===== src/rtl/stack_ctrl_pkg.sv =====
// Shared encodings for the multicycle stack-machine controller:
// opcodes, ALU operation codes and the FSM state type.
package stack_ctrl_pkg;

    localparam logic [2:0] OP_ADD  = 3'b000;
    localparam logic [2:0] OP_SUB  = 3'b001;
    localparam logic [2:0] OP_AND  = 3'b010;
    localparam logic [2:0] OP_NOT  = 3'b011;
    localparam logic [2:0] OP_PUSH = 3'b100;
    localparam logic [2:0] OP_POP  = 3'b101;
    localparam logic [2:0] OP_JMP  = 3'b110;
    localparam logic [2:0] OP_JZ   = 3'b111;

    localparam logic [1:0] ALU_ADD = 2'b00;
    localparam logic [1:0] ALU_SUB = 2'b01;
    localparam logic [1:0] ALU_AND = 2'b10;
    localparam logic [1:0] ALU_NOT = 2'b11;

    typedef enum logic [3:0] {
        S_IDLE, S_FETCH, S_DECODE, S_PMEM, S_PWB, S_POPA, S_LDA, S_POPB,
        S_LDB, S_EXEC, S_NOT, S_AWB, S_STORE, S_JMP, S_JZ, S_ERROR
    } state_t;

endpackage


===== src/rtl/stack_occ_counter.sv =====
// Tracks how many entries the hardware stack holds and flags the
// occupancy thresholds the controller checks before issuing strobes.
module stack_occ_counter #(
    parameter  int DEPTH = 8,
    localparam int CNT_W = $clog2(DEPTH + 1)
) (
    input  logic             clk,
    input  logic             rst,
    input  logic             inc,
    input  logic             dec,
    output logic [CNT_W-1:0] count,
    output logic             full,
    output logic             has1,
    output logic             has2
);

    // NOTE: sequential state uses non-blocking assignments so every flop
    // samples pre-edge values regardless of block ordering.
    always_ff @(posedge clk or posedge rst) begin
        if (rst) begin
            count <= '0;
        end else if (inc && !dec) begin
            count <= count + CNT_W'(1);
        end else if (dec && !inc) begin
            count <= count - CNT_W'(1);
        end
    end

    assign full = (count == CNT_W'(DEPTH));
    assign has1 = (count != '0);
    assign has2 = (count >= CNT_W'(2));

endmodule


===== src/rtl/stack_ctrl_param.sv =====
// Multicycle control FSM for the stack-machine datapath: sequences PC,
// memory, A/B latches, ALU and stack, with occupancy traps and sticky halt.
module stack_ctrl_param
    import stack_ctrl_pkg::*;
#(
    parameter  int INSTR_W = 8,
    parameter  int OPC_W   = 3,
    parameter  int DEPTH   = 8,
    localparam int CNT_W   = $clog2(DEPTH + 1)
) (
    input  logic               clk,
    input  logic               rst,
    input  logic [INSTR_W-1:0] instruction,
    input  logic               zero,
    input  logic               mem_ready,
    output logic               pc_write,
    output logic               pc_write_cond,
    output logic               pc_src,
    output logic               i_or_d,
    output logic               mem_read,
    output logic               mem_write,
    output logic               ir_write,
    output logic               m_to_s,
    output logic               ld_a,
    output logic               ld_b,
    output logic               src_a,
    output logic               src_b,
    output logic [1:0]         alu_op,
    output logic               push,
    output logic               pop,
    output logic               tos,
    output logic [CNT_W-1:0]   stack_count,
    output logic               err_overflow,
    output logic               err_underflow,
    output logic               halted
);

    state_t           state;
    logic [OPC_W-1:0] opcode;
    logic [2:0]       op;
    logic             illegal;
    logic             operand_ok;
    logic             full, has1, has2;

    assign opcode  = instruction[INSTR_W-1 -: OPC_W];
    assign op      = opcode[2:0];
    assign illegal = ((opcode >> 3) != '0);

    // The zero flag gates the PC inside the datapath; operand bits are not decoded here.
    logic unused_bits;
    assign unused_bits = zero ^ (^instruction[INSTR_W-OPC_W-1:0]);

    always_comb begin
        operand_ok = 1'b1;
        case (op)
            OP_ADD, OP_SUB, OP_AND: operand_ok = has2;
            OP_NOT, OP_POP, OP_JZ:  operand_ok = has1;
            OP_PUSH:                operand_ok = !full;
            default:                operand_ok = 1'b1;
        endcase
        if (illegal) operand_ok = 1'b0;
    end

    always_ff @(posedge clk or posedge rst) begin
        if (rst) begin
            state         <= S_IDLE;
            err_overflow  <= 1'b0;
            err_underflow <= 1'b0;
        end else begin
            case (state)
                S_IDLE:   state <= S_FETCH;
                S_FETCH:  if (mem_ready) state <= S_DECODE;
                S_DECODE: begin
                    if (!operand_ok) begin
                        state <= S_ERROR;
                        if (op == OP_PUSH && !illegal) err_overflow  <= 1'b1;
                        else                           err_underflow <= 1'b1;
                    end else begin
                        case (op)
                            OP_PUSH: state <= S_PMEM;
                            OP_JMP:  state <= S_JMP;
                            OP_JZ:   state <= S_JZ;
                            default: state <= S_POPA;
                        endcase
                    end
                end
                S_PMEM:   if (mem_ready) state <= S_PWB;
                S_PWB:    state <= S_FETCH;
                S_POPA:   state <= S_LDA;
                S_LDA: begin
                    case (op)
                        OP_NOT:  state <= S_NOT;
                        OP_POP:  state <= S_STORE;
                        default: state <= S_POPB;
                    endcase
                end
                S_POPB:   state <= S_LDB;
                S_LDB:    state <= S_EXEC;
                S_EXEC:   state <= S_AWB;
                S_NOT:    state <= S_AWB;
                S_AWB:    state <= S_FETCH;
                S_STORE:  if (mem_ready) state <= S_FETCH;
                S_JMP:    state <= S_FETCH;
                S_JZ:     state <= S_FETCH;
                default:  state <= S_ERROR;
            endcase
        end
    end

    // Outputs decode straight from the state register so reset silences them at once.
    always_comb begin
        // NOTE: every output gets a default first so no path infers a latch.
        pc_write      = 1'b0;
        pc_write_cond = 1'b0;
        pc_src        = 1'b0;
        i_or_d        = 1'b0;
        mem_read      = 1'b0;
        mem_write     = 1'b0;
        ir_write      = 1'b0;
        m_to_s        = 1'b0;
        ld_a          = 1'b0;
        ld_b          = 1'b0;
        src_a         = 1'b0;
        src_b         = 1'b0;
        alu_op        = ALU_ADD;
        push          = 1'b0;
        pop           = 1'b0;
        tos           = 1'b0;
        halted        = 1'b0;
        case (state)
            S_FETCH: begin
                mem_read = 1'b1;
                ir_write = mem_ready;
                pc_write = mem_ready;
            end
            S_DECODE: tos = 1'b1;
            S_PMEM: begin
                i_or_d   = 1'b1;
                mem_read = 1'b1;
            end
            S_PWB: begin
                m_to_s = 1'b1;
                push   = 1'b1;
            end
            S_POPA, S_POPB: pop = 1'b1;
            S_LDA: ld_a = 1'b1;
            S_LDB: ld_b = 1'b1;
            S_EXEC: begin
                src_a  = 1'b1;
                src_b  = 1'b1;
                alu_op = op[1:0];
            end
            S_NOT: begin
                src_a  = 1'b1;
                alu_op = ALU_NOT;
            end
            S_AWB: push = 1'b1;
            S_STORE: begin
                i_or_d    = 1'b1;
                mem_write = 1'b1;
            end
            S_JMP: begin
                pc_write = 1'b1;
                pc_src   = 1'b1;
            end
            S_JZ: begin
                tos           = 1'b1;
                pc_write_cond = 1'b1;
                pc_src        = 1'b1;
            end
            S_ERROR: halted = 1'b1;
            default: ;
        endcase
    end

    stack_occ_counter #(.DEPTH(DEPTH)) u_occ (
        .clk   (clk),
        .rst   (rst),
        .inc   (push),
        .dec   (pop),
        .count (stack_count),
        .full  (full),
        .has1  (has1),
        .has2  (has2)
    );

endmodule


===== config.mk =====
export PLATFORM = sky130hd
export DESIGN_NAME = stack_ctrl_param
export DESIGN_NICKNAME = d
export VERILOG_FILES = /design/src/rtl/stack_ctrl_pkg.sv /design/src/rtl/stack_occ_counter.sv /design/src/rtl/stack_ctrl_param.sv
export SDC_FILE = /design/constraint.sdc
export NUM_CORES = 1
export LEC_CHECK = 0
export ABC_AREA = 1
export BUFFER_PORTS_ARGS = -buffer_cell sky130_fd_sc_hd__buf_2
export CAP_MARGIN = 20
export CORE_MARGIN = 4
export CORE_UTILIZATION = 30
export CTS_CLUSTER_DIAMETER = 200
export DETAILED_ROUTE_END_ITERATION = 12
export SLEW_MARGIN = 10
export SYNTH_ARGS = -nofsm -noshare
export SYNTH_HDL_FRONTEND = slang
export SYNTH_SLANG_ARGS = --single-unit

===== constraint.sdc =====
create_clock -name clk -period 5.8 [get_ports clk]
set_input_delay 0.29 -clock clk [delete_from_list [all_inputs] [get_ports clk]]
set_output_delay 0.29 -clock clk [all_outputs]
set_load 0.005 [all_outputs]

=== Yosys cells after proc, flatten, opt, wreduce, memory -nomap -nowiden ===
Index checks and enable logic that the tools add are counted.

* $lt $le $gt $ge: 1
* Reductions and logical operators: 22
* Multiplexer cells: 27
* Add/subtract/negate cells: 2
* Equal/unequal tests: 26
* Bitwise operators: 2

{| class="wikitable"
|+ Operators with widths
! operator !! count
|-
| $pmux 4 s10 || 1
|-
| $eq 4x4->1 const B || 9
|-
| $mux 4 || 6
|-
| $eq 4x3->1 const B || 4
|-
| $mux 1 || 15
|-
| $reduce_or 2->1 || 7
|-
| $eq 3x3->1 const B || 4
|-
| $pmux 4 s3 || 1
|-
| $reduce_and 3->1 || 3
|-
| $eq 4x2->1 const B || 2
|-
| $pmux 4 s2 || 1
|-
| $eq 3x2->1 const B || 2
|-
| $ne 2x2->1 const B || 3
|-
| $reduce_or 3->1 || 2
|-
| $reduce_or 5->1 || 1
|-
| $add 4x1->4 const B || 1
|-
| $eq 4x1->1 const B || 1
|-
| $ge 4x2->1 const B || 1
|-
| $logic_not 4->1 || 1
|-
| $pmux 2 s2 || 1
|-
| $reduce_bool 4->1 || 1
|-
| $sub 4x1->4 const B || 1
|-
| $eq 3x1->1 const B || 1
|-
| $logic_not 1->1 || 3
|-
| other kinds (6) || 8
|}

* Input bits: 12
* Output and inout bits: 24
* Logic and storage cells: 84
* Bits in registers: 10

=== Logic depth before layout (Yosys ltp) ===
Gate-level depths: netlist (run 1).

* Depth after elaboration: 7
* Depth in mapped cells: 13
* Mapped depth without buffers: 13

=== Modules after synthesis ===
From an unflattened synthesis (run 1), not the netlist that was laid out.

* Cell total of the unflattened synthesis: 160
* Area total of the unflattened synthesis: 922.1 um2

{| class="wikitable"
|+ By module, submodules not included
! module !! seq. area each (um2) !! cells each !! area an instance (um2) !! instances
|-
| stack_ctrl_param || 150.1 || 122 || 629.4 || 1
|-
| stack_occ_counter || 100.1 || 38 || 292.8 || 1
|}

=== Least setup slack after synthesis (run 1) ===
No wires, ideal clock.

* Kind: register to register
* From: register state[0]
* To: register u_occ.count[3]
* Setup time: 121 ps
* Arrival time: 1989 ps
* Cell stages (with the launch flop): 13
* Data required time: 5679 ps
* Buffers on the path: 0
* Path slack: 3689 ps
* Period minus slack after synthesis: 2111 ps
* Cells stage by stage: dfrtp_1 nor2_1 inv_1 o22ai_1 ha_1 inv_1 ha_1 a21oi_1 nand2_1 a21oi_1 o21ai_0 nand2_1 nand2_1

* Cells in the longest elaborated chain, start to end: 6
* Elaborated cells between the ends (all ways): 14
* Classes of those cells: eq/ne (4); mux (3); reduce/logical (7)

{| class="wikitable"
|+ RTL lines
! item !! RTL line !! text
|-
| start: declaration || stack_ctrl_param.sv:38 || <nowiki>state_t state;</nowiki>
|-
| start signal: assignment || stack_ctrl_param.sv:66 || <nowiki>state <= S_IDLE;</nowiki>
|-
| start signal: assignment || stack_ctrl_param.sv:71 || <nowiki>S_IDLE: state <= S_FETCH;</nowiki>
|-
| start signal: assignment || stack_ctrl_param.sv:72 || <nowiki>S_FETCH: if (mem_ready) state <= S_DECODE;</nowiki>
|-
| $eq 4x4->1 / $eq 4x3->1 (equally long branches) || stack_ctrl_param.sv:130 || <nowiki>case (state)</nowiki>
|-
| $reduce_or 2->1 (no line) * || - ||
|-
| $mux 1 * || stack_ctrl_param.sv:130 ||
|-
| named net push || stack_ctrl_param.sv:29 || <nowiki>output logic push,</nowiki>
|-
| $logic_not 1->1 || stack_occ_counter.sv:24 || <nowiki>end else if (dec && !inc) begin</nowiki>
|-
| $logic_and 1x1->1 || stack_occ_counter.sv:24 ||
|-
| $reduce_bool 2->1 (no line) || - ||
|-
| end signal: assignment || stack_occ_counter.sv:23 || <nowiki>count <= count + CNT_W'(1);</nowiki>
|-
| end signal: assignment || stack_occ_counter.sv:25 || <nowiki>count <= count - CNT_W'(1);</nowiki>
|-
| end: declaration || stack_occ_counter.sv:11 || <nowiki>output logic [CNT_W-1:0] count,</nowiki>
|}

The timed path passes the listed nets; every way through them passes the cells marked *.
A chain may end at the register's enable or synchronous reset.

=== Worst setup path in the final report (run 1) ===
* From: register state[0]
* To: register u_occ.count[3]

* Cells in the longest elaborated chain, start to end: 6
* Elaborated cells between the ends (all ways): 14
* Classes of those cells: eq/ne (4); mux (3); reduce/logical (7)

{| class="wikitable"
|+ RTL lines
! item !! RTL line
|-
| $eq 4x3->1 / $eq 4x4->1 (equally long branches) || stack_ctrl_param.sv:130
|-
| $reduce_or 2->1 (on tied branches) || -
|-
| $mux 1 || stack_ctrl_param.sv:130
|-
| $logic_not 1->1 (on tied branches) || stack_occ_counter.sv:22, stack_occ_counter.sv:24
|-
| $logic_and 1x1->1 (on tied branches) || stack_occ_counter.sv:22, stack_occ_counter.sv:24
|-
| $mux 4 / $reduce_bool 2->1 (equally long branches) || -
|}

Parallel ways exist; a longest one is shown, timed or not.

==> metrics.txt, run 1 <==
outcome=finished clean; DRC viols=0; Synth cell types=18; Crit Path Class=reg2reg; Post-Route Setup TNS=0 ps; period utilization=41.2%; nets@finish=198; final setup vio count=0; CTS tree=yes; most frequent cells in the layout=nand2_1, buf_2, inv_1, nor2_1; H-tree levels=1; Remaining Overflow, GRT=0; antenna cell count=0; final hold violations=0; largest net degree at the start of global routing=11; die area=3980 um2; Clock Skew=3.43 ps; filler cell count=304; Clock Sinks=10; Worst Path Buf+Inv=2; PwrDens=522 nW/um2; share of cells above drive strength 1=26.0%; Rows=19; crit-path cells=nor2_1 > inv_1 > o22ai_1 > ha_1 > inv_1 > ha_1 > a21oi_1 > nand2_1 > a21oi_1 > o21ai_0 > nand2_1 > nand2_1; I/O pins=36; CORE AREA=2830 um2; Post-CTS Hold Fix Bufs=1; Skew-Pair Late Insertion Delay=260 ps; CP delay by family, top=compound AO/OA/AOI/OAI gates; detailed placement HPWL=1890 um; CP peak stage delay=440 ps; Area Overhead vs Synth=25.3%; synthesized net count=163; Arrival @ worst endpoint=2540 ps; GRT Total Usage=11.2%; Leak Pwr=0.670 nW; Final Wtd Congestion=0.876; Crit path required time=5950 ps; final antenna-violating net count=0; RSZ-0062 raised after global routing=no; Clock Pin Slew Worst Setup and Hold Paths=70 ps; Post CTS Setup Buffer Count=0; DR WL/cell=10.5 um; syn avg cell area=6.19 um2; Initial Utilization=32.2%; CP endpoint kind=flop; Worst Path Max Fanout=6; commonest non-fill, non-tap cell in the layout=nand2_1; routed wire length=2240 um; vias post-DR=1,006; fin. max-slew vios=0; Num CTS Buffers=3; most frequent CP cell=nand2_1; number of global-route vias before repair=891; synth warn=0; Port Buf Inserts=29; Max Freq=418 MHz; total of max-cap violations=0; first-pass GRT wire length=3730 um; antenna violations before repair=0; CTS Root Cell=clkbuf_4; Max VDD drop=0.205 mV; die height=63.1 um; final design utilization=40.3%; post-cts sizing count=0; Slew @ Worst Pin=374 ps; Cells after Synth=147; post-synthesis sequential element count=10; clock buffer depth=2; slowest cell on the critical path=dfrtp_1; post-layout min period=2390 ps; Synth Cell Area=910 um2; die width=63.1 um; TritonRoute pass-1 iters=4; Hold Path Class=in2reg; Worst setup SP type=flop; Avg Vias per Cell=4.75; initial drt markers=55; Slew HR=75.0%; post-synthesis sequential area ratio=27.5%
synthesized netlist by cell type:
library cell,count,area share [%]
nand2_1,38,16
inv_1,25,10
nor2_1,25,10
a21oi_1,10,5.5
dfrtp_1,10,28
nand3_1,10,5.5
nand2_2,7,4.8
nor2_2,4,2.8
ha_1,3,4.1
nand4_1,2,1.4
nor2_4,2,2.5
o21ai_0,2,1.1
o21bai_1,2,1.7
o22ai_1,2,1.4
xnor2_1,2,1.9
clkinv_2,1,0.55
fa_1,1,2.2
o211ai_1,1,0.83
final timing paths:
kind                              start             end  slack, ps  cells after the start
setup / recovery               state[0]  u_occ.count[3]       3410                     12
hold reg to reg            err_overflow    err_overflow        470                      1
setup reg to reg               state[0]  u_occ.count[3]       3410                     12
hold / removal                mem_ready        state[2]        290                      4
max in group asynchronous           rst   err_underflow       5000                      3
min in group asynchronous           rst  u_occ.count[2]        530                      3
routing by layer:
layer / GRT usage [%] / wire length, um
met1: 14.5 / 1060
met2: 18.2 / 1020
met3: 1.78 / 136
met4: 5.51 / 11
met5: 0 / 0
worst register-to-register path, delay by kind of cell, from the launching register on:
family / cells / cell delay, ps
AO/OA/AOI/OAI: 4 / 650
AND/OR/NAND/NOR: 4 / 450
flip-flops: 1 / 440
adder cells (fa/ha/maj): 2 / 540
buffers and inverters: 2 / 210
layout make-up:
| class | count | area, um2 | area share, % |
|---|---|---|---|
| Sequential cell | 10 | 250 | 22.0 |
| Tap cell | 31 | 38.8 | 3.40 |
| Multi-Input combinational cell | 111 | 561 | 49.2 |
| Timing Repair Buffer | 30 | 155 | 13.6 |
| Inverter | 26 | 98.8 | 8.67 |
| Clock buffer | 4 | 36.3 | 3.18 |
flip-flops by register name, summed over array words and instances (netlist names):
register       count
err_overflow       1
err_underflow      1
state              4
u_occ.count        4
logic make-up after synthesis:
family	Yosys count	share of synthesized area (%)
xor gates and xnor gates	2	1.93
buffers and inverters	26	10.9
adders and majority gates	4	6.33
AOI/OAI and AO/OA	17	10.5
DFF	10	27.5
and+or+nand+nor	88	42.9
stage by stage:
step / setup slack, ps / total power, mW / hold slack, ps / instance area, um2 / std cells
after global placement: 3480 / 0.527 / 284 / 1090 / 207
after CTS: 3410 / 0.601 / 287 / 1140 / 212
after detailed placement: 3430 / 0.537 / 279 / 1090 / 207
after global routing: 3160 / 0.665 / 323 / 1140 / 212
final: 3410 / 0.595 / 291 / 1140 / 212
after floorplan: 3690 / 0.417 / 130 / 910 / 147
power by group:
part | switching (mW) | leakage (nW) | internal (mW) | total [mW]
Combinational | 0.228 | 0.529 | 0.155 | 0.383
Sequential | 0.0455 | 0.120 | 0.106 | 0.151
Clock | 0.0230 | 0.0210 | 0.0381 | 0.0611
Power figures use the tool's default switching activity.
==> run 2, diff against run 1 <==
==> constraint.sdc (replaced) <==
create_clock -name clk -period 2.15 [get_ports clk]
set_input_delay 0.1075 -clock clk [delete_from_list [all_inputs] [get_ports clk]]
set_output_delay 0.1075 -clock clk [all_outputs]
set_load 0.005 [all_outputs]
==> metrics.txt, run 2 (synthesis gave the netlist of run 1 again) <==
Worst Path Max Fanout=3; Avg Vias per Cell=4.64; Worst setup SP type=flop; routed wire length=2440 um; FF-to-FF setup slack=190 ps; met1 GRT Util=15.2%; Slew HR=75.2%; Final Instance Area=1280 um2; Placed Area=1180 um2; final antenna-violating net count=0; die height=63.1 um; CP delay by family, top=simple AND/OR/NAND/NOR gates; TritonRoute pass-1 iters=4; most frequent cells in the layout=nand2_1, buf_2, nor2_1, inv_1, buf_4; reg-to-reg startpoint=state[3]; CP peak stage delay=420 ps; Global Route met3 Usage=1.60%; Hold WS=103 ps; nets@finish=211; I/O pins=36; fin. max-slew vios=0; Skew-Pair Late Insertion Delay=270 ps; Max Freq=511 MHz; antenna cell count=0; Clock Sinks=10; slowest cell on the critical path=dfrtp_2; final hold violations=0; met2 Track Usage GR=22.3%; period utilization=91.1%; final setup vio count=0; Leak Pwr=0.731 nW; r2r endpoint=u_occ.count[3]; DRC viols=0; DR WL/cell=10.8 um; number of global-route vias before repair=1,008; antenna violations before repair=0; CTS tree=yes; Max VDD drop=0.587 mV; R2R cell count=13; Clock Skew=5.32 ps; CORE AREA=2830 um2; pre-CTS worst setup slack=-35.3 ps; total power=1.89 mW; Slew @ Worst Pin=371 ps; Port Buf Inserts=29; Arrival @ worst endpoint=2110 ps; Remaining Overflow, GRT=0; RSZ-0062 raised after global routing=no; GRT Total Usage=12.7%; die width=63.1 um; Rows=19; total of max-cap violations=0; Num CTS Buffers=3; outcome=finished clean; Final Wtd Congestion=0.888; most frequent CP cell=nand2_1; vias post-DR=1,043; worst hold path depth=4; biggest regs=state: 4 flops, u_occ.count: 4 flops; Clock Pin Slew Worst Setup and Hold Paths=70 ps; Crit Path Class=reg2reg; crit-path cells=inv_1 > nand2_2 > nor2_4 > inv_1 > ha_1 > inv_2 > ha_4 > a21oi_2 > nand2_1 > a21oi_2 > o21ai_0 > nand2_1 > nand2_1; hold worst-path end=state[2]; CTS Root Cell=clkbuf_4; first-pass GRT wire length=4150 um; share of cells above drive strength 1=35.6%; Hold Path Class=in2reg; CP endpoint kind=flop; Crit path required time=2300 ps; largest net degree at the start of global routing=11; Initial Utilization=32.2%; PwrDens=1480 nW/um2; Hold Path Origin=mem_ready; detailed placement HPWL=2080 um; global routing's busiest layer=met2; commonest non-fill, non-tap cell in the layout=nand2_1; clock buffer depth=2; initial drt markers=26; post-layout min period=1960 ps; Area Overhead vs Synth=40.9%; Worst Path Buf+Inv=3; setup ws final=192 ps; H-tree levels=1; die area=3980 um2
==> run 2: cell count changes in the layout (fill, tap and decap cells not counted), moves of 2 or more <==
cell     previous run  this run
dfrtp_1            10         8
a21oi_1            10         8
inv_2               0         2
inv_1              25        23
dfrtp_2             0         2
a21oi_2             0         2
buf_4               0        13
==> run 2: layer usage <==
metal	share of wire, %	wire (um)
met2	49	1190
met1	46	1120
met4	1.0	25
met3	4.1	99
met5	0	0
==> run 2: stage by stage <==
stage	TNS (ps)	utilization (%)	instances
global placement	0	41.8	219
finish	0	45.3	225
CTS	0	43.8	224
floorplan	0	-	147
detailed placement	-35.3	41.8	219
global route	0	45.3	225
==> run 2: how the worst max path moves through the flow <==
stage,from,endpoint,slack (ps),cells after the start
2_1_floorplan,state[0],u_occ.count[3],40,12
3_3_place_gp,state[2],u_occ.count[3],40,12
3_5_place_dp,state[2],u_occ.count[3],-40,12
4_1_cts,state[3],u_occ.count[3],20,13
5_1_grt,state[3],u_occ.count[3],30,13
6_report,state[3],u_occ.count[3],190,13
==> run 2: worst reg2reg max path, cell delays in order, from the launching register on <==
cell     delay [ps]
dfrtp_2         420
inv_1            90
nand2_2         110
nor2_4          120
inv_1            60
ha_1            180
inv_2            90
ha_4            210
a21oi_2         120
nand2_1         100
a21oi_2         150
o21ai_0         100
nand2_1          60
nand2_1          40
==> run 2: what timing repair did <==
action,CTS,global route
pin swaps,0,0
endpoints found under the setup margin,1,1
endpoints found under the hold margin,10,0
buffers inserted,0,1
hold buffers,1,0
resized for setup,2,9
==> run 2: where the power goes <==
part	total [mW]	switching [mW]	internal, mW
Sequential	0.392	0.104	0.288
Combinational	1.33	0.721	0.612
Clock	0.168	0.0648	0.103
Total	1.89	0.889	1.00
==> run 2: layout make-up <==
type | count | area (um2)
Fill cell | 309 | 1550
Multi-Input combinational cell | 111 | 602
Sequential cell | 10 | 253
Timing Repair Buffer | 43 | 253
Inverter | 26 | 98.8
Tap cell | 31 | 38.8
Clock buffer | 4 | 36.3
